## src/rtl/load_store_unit.sv

```systemverilog
// Memory stage of the rv32i core: runs one req/gnt/rvalid data-memory transaction per accepted
// load/store and drives the register-file write port with formatted load data.
module load_store_unit #(
  parameter int TIMEOUT = 255
) (
  input  logic        clk,
  input  logic        rst,
  input  logic        in_valid,
  output logic        in_ready,
  input  logic        is_load,
  input  logic        is_store,
  input  logic [2:0]  funct3,
  input  logic [31:0] addr,
  input  logic [31:0] wdata,
  input  logic [4:0]  rd_idx,
  output logic        mem_req,
  output logic        mem_we,
  output logic [31:0] mem_addr,
  output logic [31:0] mem_wdata,
  output logic [3:0]  mem_wstrb,
  input  logic        mem_gnt,
  input  logic        mem_rvalid,
  input  logic [31:0] mem_rdata,
  output logic        reg_we,
  output logic [4:0]  rd_src,
  output logic [31:0] rd,
  output logic        misaligned,
  output logic        illegal,
  output logic        bus_err
);

  typedef enum logic [1:0] {IDLE, REQ, WAIT} state_t;

  localparam logic [15:0] TIMEOUT_CNT = 16'(TIMEOUT);

  state_t      state, state_nxt;
  logic [15:0] cnt, cnt_nxt;
  logic [2:0]  funct3_q, funct3_nxt;
  logic [1:0]  lane_q, lane_nxt;
  logic [4:0]  rd_idx_q, rd_idx_nxt;
  logic        is_load_q, is_load_nxt;

  logic        in_ready_nxt, mem_req_nxt, mem_we_nxt, reg_we_nxt;
  logic        misaligned_nxt, illegal_nxt, bus_err_nxt;
  logic [31:0] mem_addr_nxt, mem_wdata_nxt, rd_nxt;
  logic [3:0]  mem_wstrb_nxt;
  logic [4:0]  rd_src_nxt;

  logic        op_bad, op_mis, timed_out;
  logic [31:0] rdata_shifted, load_result;

  always_comb begin
    op_bad = 1'b0;
    if (is_load && is_store)
      op_bad = 1'b1;
    else if (is_load)
      op_bad = !(funct3 inside {3'b000, 3'b001, 3'b010, 3'b100, 3'b101});
    else
      op_bad = !(funct3 inside {3'b000, 3'b001, 3'b010});
  end

  assign op_mis = ((funct3[1:0] == 2'b01) && addr[0]) ||
                  ((funct3[1:0] == 2'b10) && (addr[1:0] != 2'b00));

  assign timed_out = (cnt + 16'd1) == TIMEOUT_CNT;

  // Halfword loads are aligned, so shifting by the byte lane also selects the right half.
  assign rdata_shifted = mem_rdata >> {lane_q, 3'b000};

  always_comb begin
    case (funct3_q)
      3'b000:  load_result = {{24{rdata_shifted[7]}}, rdata_shifted[7:0]};
      3'b001:  load_result = {{16{rdata_shifted[15]}}, rdata_shifted[15:0]};
      3'b100:  load_result = {24'd0, rdata_shifted[7:0]};
      3'b101:  load_result = {16'd0, rdata_shifted[15:0]};
      default: load_result = mem_rdata;
    endcase
  end

  always_comb begin
    state_nxt      = state;
    cnt_nxt        = cnt + 16'd1;
    funct3_nxt     = funct3_q;
    lane_nxt       = lane_q;
    rd_idx_nxt     = rd_idx_q;
    is_load_nxt    = is_load_q;
    mem_we_nxt     = mem_we;
    mem_addr_nxt   = mem_addr;
    mem_wdata_nxt  = mem_wdata;
    mem_wstrb_nxt  = mem_wstrb;
    rd_src_nxt     = rd_src;
    rd_nxt         = rd;
    reg_we_nxt     = 1'b0;
    misaligned_nxt = 1'b0;
    illegal_nxt    = 1'b0;
    bus_err_nxt    = 1'b0;

    case (state)
      IDLE: begin
        cnt_nxt = 16'd0;
        if (in_valid && (is_load || is_store)) begin
          if (op_bad) begin
            illegal_nxt = 1'b1;
          end else if (op_mis) begin
            misaligned_nxt = 1'b1;
          end else begin
            state_nxt    = REQ;
            funct3_nxt   = funct3;
            lane_nxt     = addr[1:0];
            rd_idx_nxt   = rd_idx;
            is_load_nxt  = is_load;
            mem_we_nxt   = is_store;
            mem_addr_nxt = {addr[31:2], 2'b00};
            if (is_load) begin
              mem_wstrb_nxt = 4'b0000;
              mem_wdata_nxt = 32'd0;
            end else begin
              case (funct3[1:0])
                2'b00: begin
                  mem_wstrb_nxt = 4'b0001 << addr[1:0];
                  mem_wdata_nxt = {4{wdata[7:0]}};
                end
                2'b01: begin
                  mem_wstrb_nxt = addr[1] ? 4'b1100 : 4'b0011;
                  mem_wdata_nxt = {2{wdata[15:0]}};
                end
                default: begin
                  mem_wstrb_nxt = 4'b1111;
                  mem_wdata_nxt = wdata;
                end
              endcase
            end
          end
        end
      end
      REQ: begin
        if (mem_gnt) begin
          state_nxt = is_load_q ? WAIT : IDLE;
          cnt_nxt   = 16'd0;
        end else if (timed_out) begin
          state_nxt   = IDLE;
          bus_err_nxt = 1'b1;
        end
      end
      WAIT: begin
        if (mem_rvalid) begin
          state_nxt = IDLE;
          if (rd_idx_q != 5'd0) begin
            reg_we_nxt = 1'b1;
            rd_src_nxt = rd_idx_q;
            rd_nxt     = load_result;
          end
        end else if (timed_out) begin
          state_nxt   = IDLE;
          bus_err_nxt = 1'b1;
        end
      end
      default: state_nxt = IDLE;
    endcase

    in_ready_nxt = (state_nxt == IDLE);
    mem_req_nxt  = (state_nxt == REQ);
  end

  always_ff @(posedge clk or negedge rst) begin
    if (!rst) begin
      state      <= IDLE;
      cnt        <= 16'd0;
      funct3_q   <= 3'd0;
      lane_q     <= 2'd0;
      rd_idx_q   <= 5'd0;
      is_load_q  <= 1'b0;
      in_ready   <= 1'b1;
      mem_req    <= 1'b0;
      mem_we     <= 1'b0;
      mem_addr   <= 32'd0;
      mem_wdata  <= 32'd0;
      mem_wstrb  <= 4'd0;
      reg_we     <= 1'b0;
      rd_src     <= 5'd0;
      rd         <= 32'd0;
      misaligned <= 1'b0;
      illegal    <= 1'b0;
      bus_err    <= 1'b0;
    end else begin
      state      <= state_nxt;
      cnt        <= cnt_nxt;
      funct3_q   <= funct3_nxt;
      lane_q     <= lane_nxt;
      rd_idx_q   <= rd_idx_nxt;
      is_load_q  <= is_load_nxt;
      in_ready   <= in_ready_nxt;
      mem_req    <= mem_req_nxt;
      mem_we     <= mem_we_nxt;
      mem_addr   <= mem_addr_nxt;
      mem_wdata  <= mem_wdata_nxt;
      mem_wstrb  <= mem_wstrb_nxt;
      reg_we     <= reg_we_nxt;
      rd_src     <= rd_src_nxt;
      rd         <= rd_nxt;
      misaligned <= misaligned_nxt;
      illegal    <= illegal_nxt;
      bus_err    <= bus_err_nxt;
    end
  end

endmodule
```

## config.mk

```make
export PLATFORM = sky130hd
export DESIGN_NAME = load_store_unit
export DESIGN_NICKNAME = d
export VERILOG_FILES = /design/src/rtl/load_store_unit.sv
export SDC_FILE = /design/constraint.sdc
export NUM_CORES = 1
export LEC_CHECK = 0
export ABC_CLOCK_PERIOD_IN_PS = 3500
export CAP_MARGIN = 0
export CORE_MARGIN = 5
export CORE_UTILIZATION = 46
export CTS_BUF_LIST = sky130_fd_sc_hd__clkbuf_16
export DETAILED_ROUTE_END_ITERATION = 7
export GPL_TIMING_DRIVEN = 0
export MAX_ROUTING_LAYER = met4
export PLACE_DENSITY = 0.79
export SYNTH_ARGS = -nofsm -noshare
export SYNTH_HDL_FRONTEND = slang
export SYNTH_SLANG_ARGS = --single-unit
```

## constraint.sdc

```tcl
create_clock -name clk -period 3.5 [get_ports clk]
set_clock_uncertainty 0.2 [all_clocks]
set_input_delay 0.7 -clock clk [delete_from_list [all_inputs] [get_ports clk]]
set_output_delay 0.7 -clock clk [all_outputs]
set_load 0.1 [all_outputs]
```

Word level (Yosys, flattened, before mapping) --
Index checks and enable logic that the tools add are counted.
Cells by class: add/sub/neg operators 1, eq/ne operators 13, shift operators 2, muxes and demuxes 32, bitwise gates (word level) 2, reduce and logical (&&, ||, !) cells 19
Operators with widths (number):
- 32-bit one-hot mux with 4 select lines | 1
- 32-bit one-hot mux with 2 select lines | 1
- 32-bit two-way mux | 1
- 16-bit one-hot mux with 2 select lines | 1
- 32-bit by 5-bit >> shifter with 16-bit output | 1
- 16-bit by 1-bit adder with 16-bit output, second input constant | 1
- 16-bit by 8-bit == test with 1-bit output, second input constant | 1
- 16-bit two-way mux | 1
- 1-bit two-way mux | 15
- 2-bit two-way mux | 7
- 3-bit == test, second input constant | 4
- 5-bit nonzero test | 2
- 4-bit two-way mux | 2
- 4-bit one-hot mux with 2 select lines | 1
- 2-bit by 1-bit == test with 1-bit output, second input constant | 3
- 3-bit by 1-bit == test with 1-bit output, second input constant | 2
- 2-bit logical NOT | 3
- 3-bit logical NOT | 2
- 2-bit one-hot mux with 3 select lines | 1
- 2-bit == test, second input constant | 2
- 1-bit logical AND | 4
- 4-bit AND reduction | 1
- 1-bit by 2-bit left shift with 4-bit output, first input constant | 1
- 3-bit by 2-bit == test with 1-bit output, second input constant | 1
- other kinds (7) | 10
Storage, ports and cells: bits in registers 139, output and inout port bits 112

Depth between registers and ports, before layout --
word-level depth 9, depth in mapped cells 9

Least setup slack after synthesis --
Ideal clock, no wire load.
kind register to register, start point register cnt[0], end point register state[0], data arrival time 2.169 ns, data required time 3.176 ns, slack 1.007 ns, stages on the path, launching flop included 9, period minus slack after synthesis 2.493 ns, path through dfrtp_1 ha_1 and4_1 buf_4 xnor2_1 a31oi_1 or4_4 o21a_1 or2_1
Between the ends: longest elaborated chain between the ends 5, elaborated cells between the ends (all ways) 6
Ends and longest elaborated chain:
- start: declaration | line 37 | logic [15:0] cnt, cnt_nxt;
- start signal: assignment | line 187 | cnt <= cnt_nxt;
- 16-bit by 1-bit adder with 16-bit output (*) | line 65 | assign timed_out = (cnt + 16'd1) == TIMEOUT_CNT;
- 16-bit by 8-bit == test with 1-bit output (*) | line 65
- 2-bit two-way mux (*) | line 140, 153
- 2-bit two-way mux, on equally long branches | line 146, 137
- 2-bit one-hot mux with 3 select lines (*) | line 98 | case (state)
- named net state_nxt[0] | line 36 | state_t state, state_nxt;
- end signal: assignment | line 186 | state <= state_nxt;
- end: declaration | line 36
The timed path passes the listed nets; every way through them passes the cells marked *. A chain may end at the register's enable or synchronous reset.

Worst setup path in the final report --
start point input port addr[0], end point register mem_addr[26]
Between the ends: longest elaborated chain between the ends 5, elaborated cells between the ends (all ways) 6
Ends and longest elaborated chain:
- start: declaration | line 13 | input logic [31:0] addr,
- 2-bit nonzero test | line 63 | ((funct3[1:0] == 2'b10) && (addr[1:0] != 2'b00));
- 1-bit logical AND | line 63
- 1-bit logical OR (*) | line 62 | assign op_mis = ((funct3[1:0] == 2'b01) && addr[0]) ||
- 1-bit inverter (no line) (*)
- 4-bit AND reduction (no line) (*)
- end signal: assignment | line 195 | mem_addr <= mem_addr_nxt;
- end: declaration | line 18 | output logic [31:0] mem_addr,
Every way passes the cells marked *; elsewhere a longest branch is shown, timed or not.

==> flow_metrics.py <==
metrics = {
    "worst_setup_path": {
        "cp_max_fo": 10,
        "startpoint_type": "input pin",
        "worstSetupPathType": "in -> reg",
        "reg2reg_from": "state[0]",
        "critPathLaunch": "addr[0]",
        "end_kind": "register",
        "required_ns": 3.66,
        "arrival_ns": 3.25,
    },
    "clock_network": {
        "cts_setup_buffers": 0,
        "htreeDepth": 4,
        "numClockSinks": 139,
        "cts_root_buf": "clkbuf_16",
        "path_clk_slew_ns": 0.06,
        "clockBufferDepth": 2,
        "hold_buffers": 0,
        "cts_buffers": 17,
        "cts_tree": "done",
        "post_cts_resized": 0,
        "clkLatencyLatePin_ns": 0.42,
    },
    "synthesis": {
        "ys.warnings.count": 0,
        "syn_inst": 718,
        "yosysTopAreaCellShare_pct": 52.99,
        "synth_compound_area_share_pct": 12.80,
        "synth_ff_type": "dfrtp_1",
        "muxShareOfSynthArea_pct": 5.855,
        "synth_simple_gate_area_share_pct": 21.71,
        "ys_seq_elements": 139,
        "async_flop_share_pct": 100.0,
        "synthXorXnorAreaFrac_pct": 1.747,
        "synth_area_sq_um": 6518,
        "synth_edf_count": 0,
        "yosysSeqAreaShare_pct": 53.39,
        "synth.area.top_cells": "dfrtp_1, nand2_1, mux2i_1, nor2_1, a21oi_1",
        "netlist.top_cell.by_area": "dfrtp_1",
        "netlist-cell-type-count": 53,
        "synth_top_family_by_area": "simple AND/OR/NAND/NOR gates",
        "postSynthAreaPerCell_sq_um": 9.077,
        "synthAdderAreaFrac_pct": 1.152,
    },
    "placed_design": {
        "placedCellCount": 1118,
        "port_buffers": 218,
        "post-dp-hpwl_um": 14770,
        "gp_congestion": 0.8809,
    },
    "routing": {
        "wl_um": 20050,
        "routedWlPerCell_um": 17.43,
        "drt-initial-drc-count": 455,
        "vias_per_cell": 5.257,
        "firstDrtPassIters": 4,
        "antenna_left": 0,
        "drc": 0,
        "vias": 6046,
    },
    "layout": {
        "syn2layout_area_growth_pct": 47.01,
        "antenna-diode-count": 0,
        "drive_above_1_share_pct": 5.052,
        "nets": 1074,
        "stdcell_count": 1150,
        "final_util_pct": 69.03,
    },
    "global_routing": {
        "track_usage_pct": 25.30,
        "grt.overflow.total": 0,
        "grt_pass1_vias": 6159,
        "grt_max_degree": 79,
        "grt_pass1_wl_um": 31800,
        "antenna_found_initial": 0,
    },
    "timing": {
        "hold_viol_final": 0,
        "relSlewSlack_pct": 27.91,
        "worst_pin_slew_ns": 1.077,
        "fin_crit_ns": 3.095,
        "final-setup-viol-count": 0,
        "max_freq_mhz": 323.1,
        "rsz0062_at_grt": "no",
        "hold_slack_ns": 0.05902,
        "drv_slew": 0,
        "finalCritPeriodShare_pct": 88.43,
    },
    "floorplanning": {
        "die_area_sq_um": 16650,
        "die_y_um": 129.0,
        "die_w_um": 129.0,
        "initial_core_util_pct": 46.95,
        "boundaryPins": 223,
        "coreArea_sq_um": 13880,
        "std_cell_rows": 43,
    },
    "hold_path": {
        "hold_path_class": "in -> async",
    },
    "run": {
        "max_cap_violations": 0,
    },
    "status": {
        "status": "finished, final reports clean",
    },
}
==> final timing paths <==
check                                to  cells past startpoint  slack (ns)
max in group asynchronous      in_ready                      2        2.25
min in group clk           mem_wdata[5]                      2        0.27
setup reg to reg           mem_addr[26]                      9        0.72
hold reg to reg            mem_wdata[5]                      2        0.27
setup / recovery           mem_addr[26]                      9        0.40
hold / removal             mem_addr[29]                      1        0.06
==> sequential cells by signal (all words and copies together) (netlist names) <==
signal and cells:
is_load_q 1, mem_wstrb 4, rd_idx_q 5, reg_we 1, rd 32, mem_wdata 32, illegal 1, cnt 16
mem_we 1, bus_err 1, rd_src 5, mem_addr 30, lane_q 2, mem_req 1, in_ready 1, state 2
funct3_q 3, misaligned 1
==> synth_stat cells, types with 3 or more instances <==
master and number:
o22ai_1 8, o31ai_1 26, nor2_1 62, mux2i_1 37, or3_1 3, nand3_1 3
a22oi_1 7, a31oi_1 5, nand3b_1 8, o21ai_0 25, buf_1 7, clkbuf_1 35
nand4_1 4, xor2_1 8, nand2b_1 6, o211ai_1 3, xnor2_1 5, ha_1 6
buf_4 3, inv_1 9, dfrtp_1 138, nor3_1 6, nand2_1 221, a21oi_1 46
==> per-layer routing <==
layer | track usage (%) | share of wire [%]
met1 | 31.55 | 42
met2 | 40.09 | 47
met3 | 5.894 | 7.7
met4 | 10.01 | 3.1
met5 | - | 0
==> cell families (layout without fill, tap and decap cells) <==
kind of cell	count (synthesis)	count (layout)
simple gates	333	333
flops	139	139
compound gates	134	134
buf+inv	54	305
mux	38	38
xor+xnor	13	13
fa+ha+maj	6	6
other cells	1	2
==> metrics by stage <==
stage          worst slack [ns]  TNS [ns]  area, sq um
2_1_floorplan             1.007         0         6521
3_3_place_gp             -4.167   -576.60         8929
3_5_place_dp           -0.05486   -0.2627         8957
4_1_cts                  0.3786         0         9582
5_1_grt                  0.1593         0         9582
6_report                 0.4050         0         9582
==> critical path, cell delays in order <==
cell             delay [ns]
clkdlybuf4s50_1        0.58
nand2_1                0.08
o22ai_1                0.30
or3_1                  0.17
clkbuf_1               0.31
clkbuf_1               0.40
buf_1                  0.51
nand2_1                0.13
nand2_1                0.09
==> layout make-up <==
| cell class | count | area, sq um |
|---|---|---|
| repair buffers | 219 | 2211 |
| plain buffers | 45 | 180.2 |
| flip-flops and latches | 139 | 3480 |
| fillers | 1124 | 4299 |
| well taps | 180 | 225.2 |
| clock buffers | 17 | 425.4 |
| inverters | 9 | 33.78 |
| multi-input cells | 526 | 2828 |
| clock inverters | 15 | 198.9 |
==> cells in the final DEF, fill, tap and decap left out, types with 5 or more instances in the layout <==
cell type	count
xnor2_1	5
a31oi_1	5
a22oi_1	7
nor3_1	6
ha_1	6
o31ai_1	26
inv_1	9
nand3b_1	8
buf_1	7
clkbuf_16	17
xor2_1	8
mux2i_1	37
o21ai_0	25
nand2b_1	6
a21oi_1	46
dfrtp_1	138
nor2_1	62
nand2_1	221
clkdlybuf4s50_1	217
clkbuf_1	35
o22ai_1	8
Power is left out: the tool's default activity adds up to more than one toggle a clock period on the data nets, which glitch-free logic cannot reach.
==> RTL change 1: new RTL, config.mk and constraints unchanged <==
Re-encode `state_t` (3 states) as one-hot, 3 bits wide.
--- a/src/rtl/load_store_unit.sv
+++ b/src/rtl/load_store_unit.sv
@@ -30,5 +30,5 @@
 );
 
-  typedef enum logic [1:0] {IDLE, REQ, WAIT} state_t;
+  typedef enum logic [2:0] {IDLE = 3'b001, REQ = 3'b010, WAIT = 3'b100} state_t;
 
   localparam logic [15:0] TIMEOUT_CNT = 16'(TIMEOUT);
Function: same outputs for any inputs over 4 cycles, from zero or initial values and one cycle with rst low; so few cycles prove little.
==> RTL change 1 against the unedited design <==
- routed wire length down 0.40%
- critical path depth down 2
- sequential cell count rose by 1
- global-route usage shrank 0.37 points
- cell area is 0.33% higher
- worst setup slack improved by 59 ps
- area after synthesis grew 0.50%
- largest cell class unchanged
==> RTL change 1: results (changes against the unedited design) <==
metric	value	unit	change
clock slew at reported path FFs	60	ps	about the same
I/O Buffers	218		unchanged
CTS Buffer Depth	2		unchanged
largest net degree at the start of global routing	92		+16%
fraction of registers with async set/reset	100	%	unchanged
first-pass GRT wire length	31.4	mm	-1.1%
clock root buffer	clkbuf_16		
Fillers	1110		-1.2%
DP Area	0.00899	mm²	+0.36%
Post-synth top cells	218 x nand2_1, 138 x dfrtp_1, 70 x nor2_1		
post-CTS sizing	0		unchanged
Worst slew margin	31.1	%	+3.2 points
slowest stage delay, CP	620	ps	+40 ps
post-synthesis sequential area ratio	53.5	%	+0.14 points
CTS H-Tree Depth	4		unchanged
HP Class	input port to async pin		
vias in the first global route	6007		-2.5%
status	finished, final reports clean		
ANT cells	0		unchanged
Setup Fix Bufs, Post-CTS	0		unchanged
CP max FO	10		unchanged
slowest CP cell	nor2_1		
NumNets Final	1071		-0.28%
1st-pass router iterations	5		+1
ratio of cells with drive above 1 in the final layout	5.46	%	+0.41 points
yosys warns	0		unchanged
All-Layer GR Usage	24.9	%	-0.37 points
GPL Wtd Cong	0.922		+4.6%
initial antenna violation count	0		unchanged
Max VDD drop	0.605	mV	
Largest regs	mem_wdata (32), rd (32), mem_addr (30)		
leakage	4.33	nW	
TritonCTS buffer count	17		unchanged
largest cells by area after synthesis	dfrtp_1 53%, nand2_1 12%, mux2i_1 5.5%, nor2_1 4.0%, a21oi_1 3.6%		
worst r2r path cells	6		-3
drt initial violations	428		-5.9%
post-DP HPWL	14.8	mm	+0.30%
pre-CTS WS	-75.0	ps	-20.1 ps
Synth cell types	54		+1.9%
Routed WL	20.0	mm	-0.40%
Clk Latency, worst-skew pair	420	ps	about the same
Critical Path AT	3190	ps	-60 ps
via/cell ratio	5.25		-0.14%
==> RTL change 1: cell types whose count changed after synthesis, moves of 4 or more <==
| cell | delta |
|---|---|
| nor2b_1 | +4 |
| ha_1 | -4 |
| buf_2 | +5 |
| nor2_1 | +8 |
==> RTL change 1: logic make-up (layout without fill, tap and decap cells) <==
family	count (synthesis)	after routing	synth area share, %
other cells	1	2	0.0573
simple gates	341	341	22.8
mux	37	37	5.85
compound gates	130	130	12.2
xor+xnor	14	14	1.87
fa+ha+maj	2	2	0.382
flops	140	140	53.5
buf+inv	54	305	3.30
==> RTL change 1: power by group <==
| group | internal (mW) | switching, mW |
|---|---|---|
| sequential | 1.86 | 0.146 |
| combinational | 0.664 | 2.06 |
| clock | 1.19 | 0.712 |
==> RTL change 1: through the flow <==
| step | instances | hold slack, ps |
|---|---|---|
| 2_1_floorplan | 720 | 204 |
| 3_3_place_gp | 1118 | 252 |
| 3_5_place_dp | 1119 | 262 |
| 4_1_cts | 1151 | 18.5 |
| 5_1_grt | 1151 | 51.3 |
| 6_report | 1151 | 19.2 |
==> RTL change 1: final timing paths <==
check / startpoint / end / slack (ps)
min in group clk: mem_wdata[4] / mem_wdata[4] / 270
max reg2reg: state[0] / lane_q[1] / 690
max in group asynchronous: rst / in_ready / 2250
min: rst / rd[30] / 20
max: in_valid / lane_q[1] / 460
min reg2reg: mem_wdata[4] / mem_wdata[4] / 270
==> RTL change 1: worst max-delay path: cells and delay by family <==
kind,cells,cell delay [ps]
AO/OA/AOI/OAI,1,240
buffers and inverters,2,950
AND/OR/NAND/NOR,4,1290
==> RTL change 1: final cells by class <==
type	count	area (µm²)	area share, %
repair buffers	219	2210	23.0
plain buffers	48	194	2.02
multi-input cells	526	2830	29.5
well taps	180	225	2.34
inverters	6	22.5	0.234
clock buffers	17	425	4.43
flip-flops and latches	140	3510	36.5
clock inverters	15	198	2.06
==> RTL change 1: metal layers <==
layer | track usage, % | share of wire (%)
met1 | 32.1 | 43
met2 | 38.9 | 48
met3 | 6.22 | 7.6
met4 | 7.97 | 1.9
met5 | - | 0
==> RTL change 2: new RTL, config.mk and constraints unchanged <==
Made on the original files. The parameter `TIMEOUT` goes from 255 to 127.
--- a/src/rtl/load_store_unit.sv
+++ b/src/rtl/load_store_unit.sv
@@ -2,5 +2,5 @@
 // load/store and drives the register-file write port with formatted load data.
 module load_store_unit #(
-  parameter int TIMEOUT = 255
+  parameter int TIMEOUT = 127
 ) (
   input  logic        clk,
Behaviour: same outputs for any inputs over 4 cycles, from zero or initial values and one cycle with rst low; that may be too few to reach the edited logic, so the function may still have changed.
==> RTL change 2 against the unedited design <==
- cell area hardly changed
- count of clock-buffer cells in the layout stayed put
- area after synthesis is 1.7% higher
- sequential cell count stayed put
- routed wire length is 1.4% higher
- worst setup slack better by 150 ps
- first-iteration DRC count is 2.4% lower
- sequential share of layout area hardly changed
- largest cell class unchanged
Power is left out: the tool's default activity adds up to more than one toggle a clock period on the data nets, which glitch-free logic cannot reach.
==> RTL change 2: results (changes against the unedited design) <==
metric	value	unit	change
metal2 WL	9.76	mm	+2.7%
met3 WL post-DR	1.66	mm	+7.7%
Fillers	1142		+1.6%
post-synthesis sequential area ratio	52.5	%	-0.92 points
largest net degree at the start of global routing	92		+16%
All-Layer GR Usage	25.2	%	-0.072 points
met2 usage	40.0	%	-0.079 points
Synth cell types	55		+3.8%
GPL Wtd Cong	0.853		-3.1%
r2r setup slk	840	ps	+120 ps
met1 Usage GRT	31.8	%	+0.26 points
Critical Path AT	2040	ps	-1210 ps
drt initial violations	444		-2.4%
via/cell ratio	5.27		+0.19%
slowest stage delay, CP	1120	ps	+540 ps
largest cells by area after synthesis	dfrtp_1 52%, nand2_1 13%, mux2i_1 5.7%, nor2_1 3.6%, a21oi_1 3.5%		
Routed WL	20.3	mm	+1.4%
status	finished, final reports clean		
met1 wire length	8.42	mm	+0.37%
Post-synth top cells	223 x nand2_1, 138 x dfrtp_1, 64 x nor2_1		
CP max FO	1		-9
ratio of cells with drive above 1 in the final layout	6.00	%	+0.95 points
worst r2r path cells	7		-2
RR Startpoint	funct3_q[1]		
1st-pass router iterations	5		+1
Worst slew margin	29.8	%	+1.9 points
==> RTL change 2: cell count changes after synthesis, moves of 3 or more <==
cell	delta
nand3_1	+10
or3_2	+3
buf_1	-6
buf_2	+10
nor3_2	+3
==> RTL change 2: through the flow <==
stage / std cells / TNS [ps] / hold WS (ps) / instance area (µm²) / worst slack (ps)
after floorplan: 733 / 0 / 204 / 6640 / 1140
final: 1163 / 0 / 35.3 / 9590 / 557
after global routing: 1163 / 0 / 56.7 / 9590 / 515
after detailed placement: 1132 / 0 / 254 / 9070 / 382
after global placement: 1131 / -569240 / 251 / 9040 / -4120
after CTS: 1163 / 0 / 30.1 / 9590 / 531
==> RTL change 2: cell families (layout without fill, tap and decap cells) <==
kind of cell,Yosys count,count (layout),synth area share [%]
flops,139,139,52.5
other cells,1,2,0.0565
mux,39,39,5.91
fa+ha+maj,6,6,1.13
xor+xnor,13,13,1.72
buf+inv,55,305,3.41
compound gates,130,130,12.2
simple gates,349,349,23.1
==> RTL change 2: worst max path at each step <==
stage	startpoint	to	slack, ps	cells past startpoint
floorplan	funct3[0]	mem_addr[10]	1140	9
global placement	rst	mem_addr[18]	-4120	1
detailed placement	addr[0]	lane_q[0]	380	9
CTS	in_ready	in_ready	530	1
global route	in_ready	in_ready	510	1
finish	in_ready	in_ready	560	1
==> RTL change 2: layout make-up <==
| type | count | area, µm² | area share [%] |
|---|---|---|---|
| multi-input combinational | 539 | 2930 | 30.6 |
| tap | 180 | 225 | 2.35 |
| clock inverter | 14 | 90.1 | 0.940 |
| sequential | 139 | 3480 | 36.3 |
| clock buffer | 17 | 425 | 4.44 |
| timing repair buffer | 219 | 2210 | 23.1 |
| inverter | 9 | 33.8 | 0.352 |
| buffer | 46 | 193 | 2.01 |
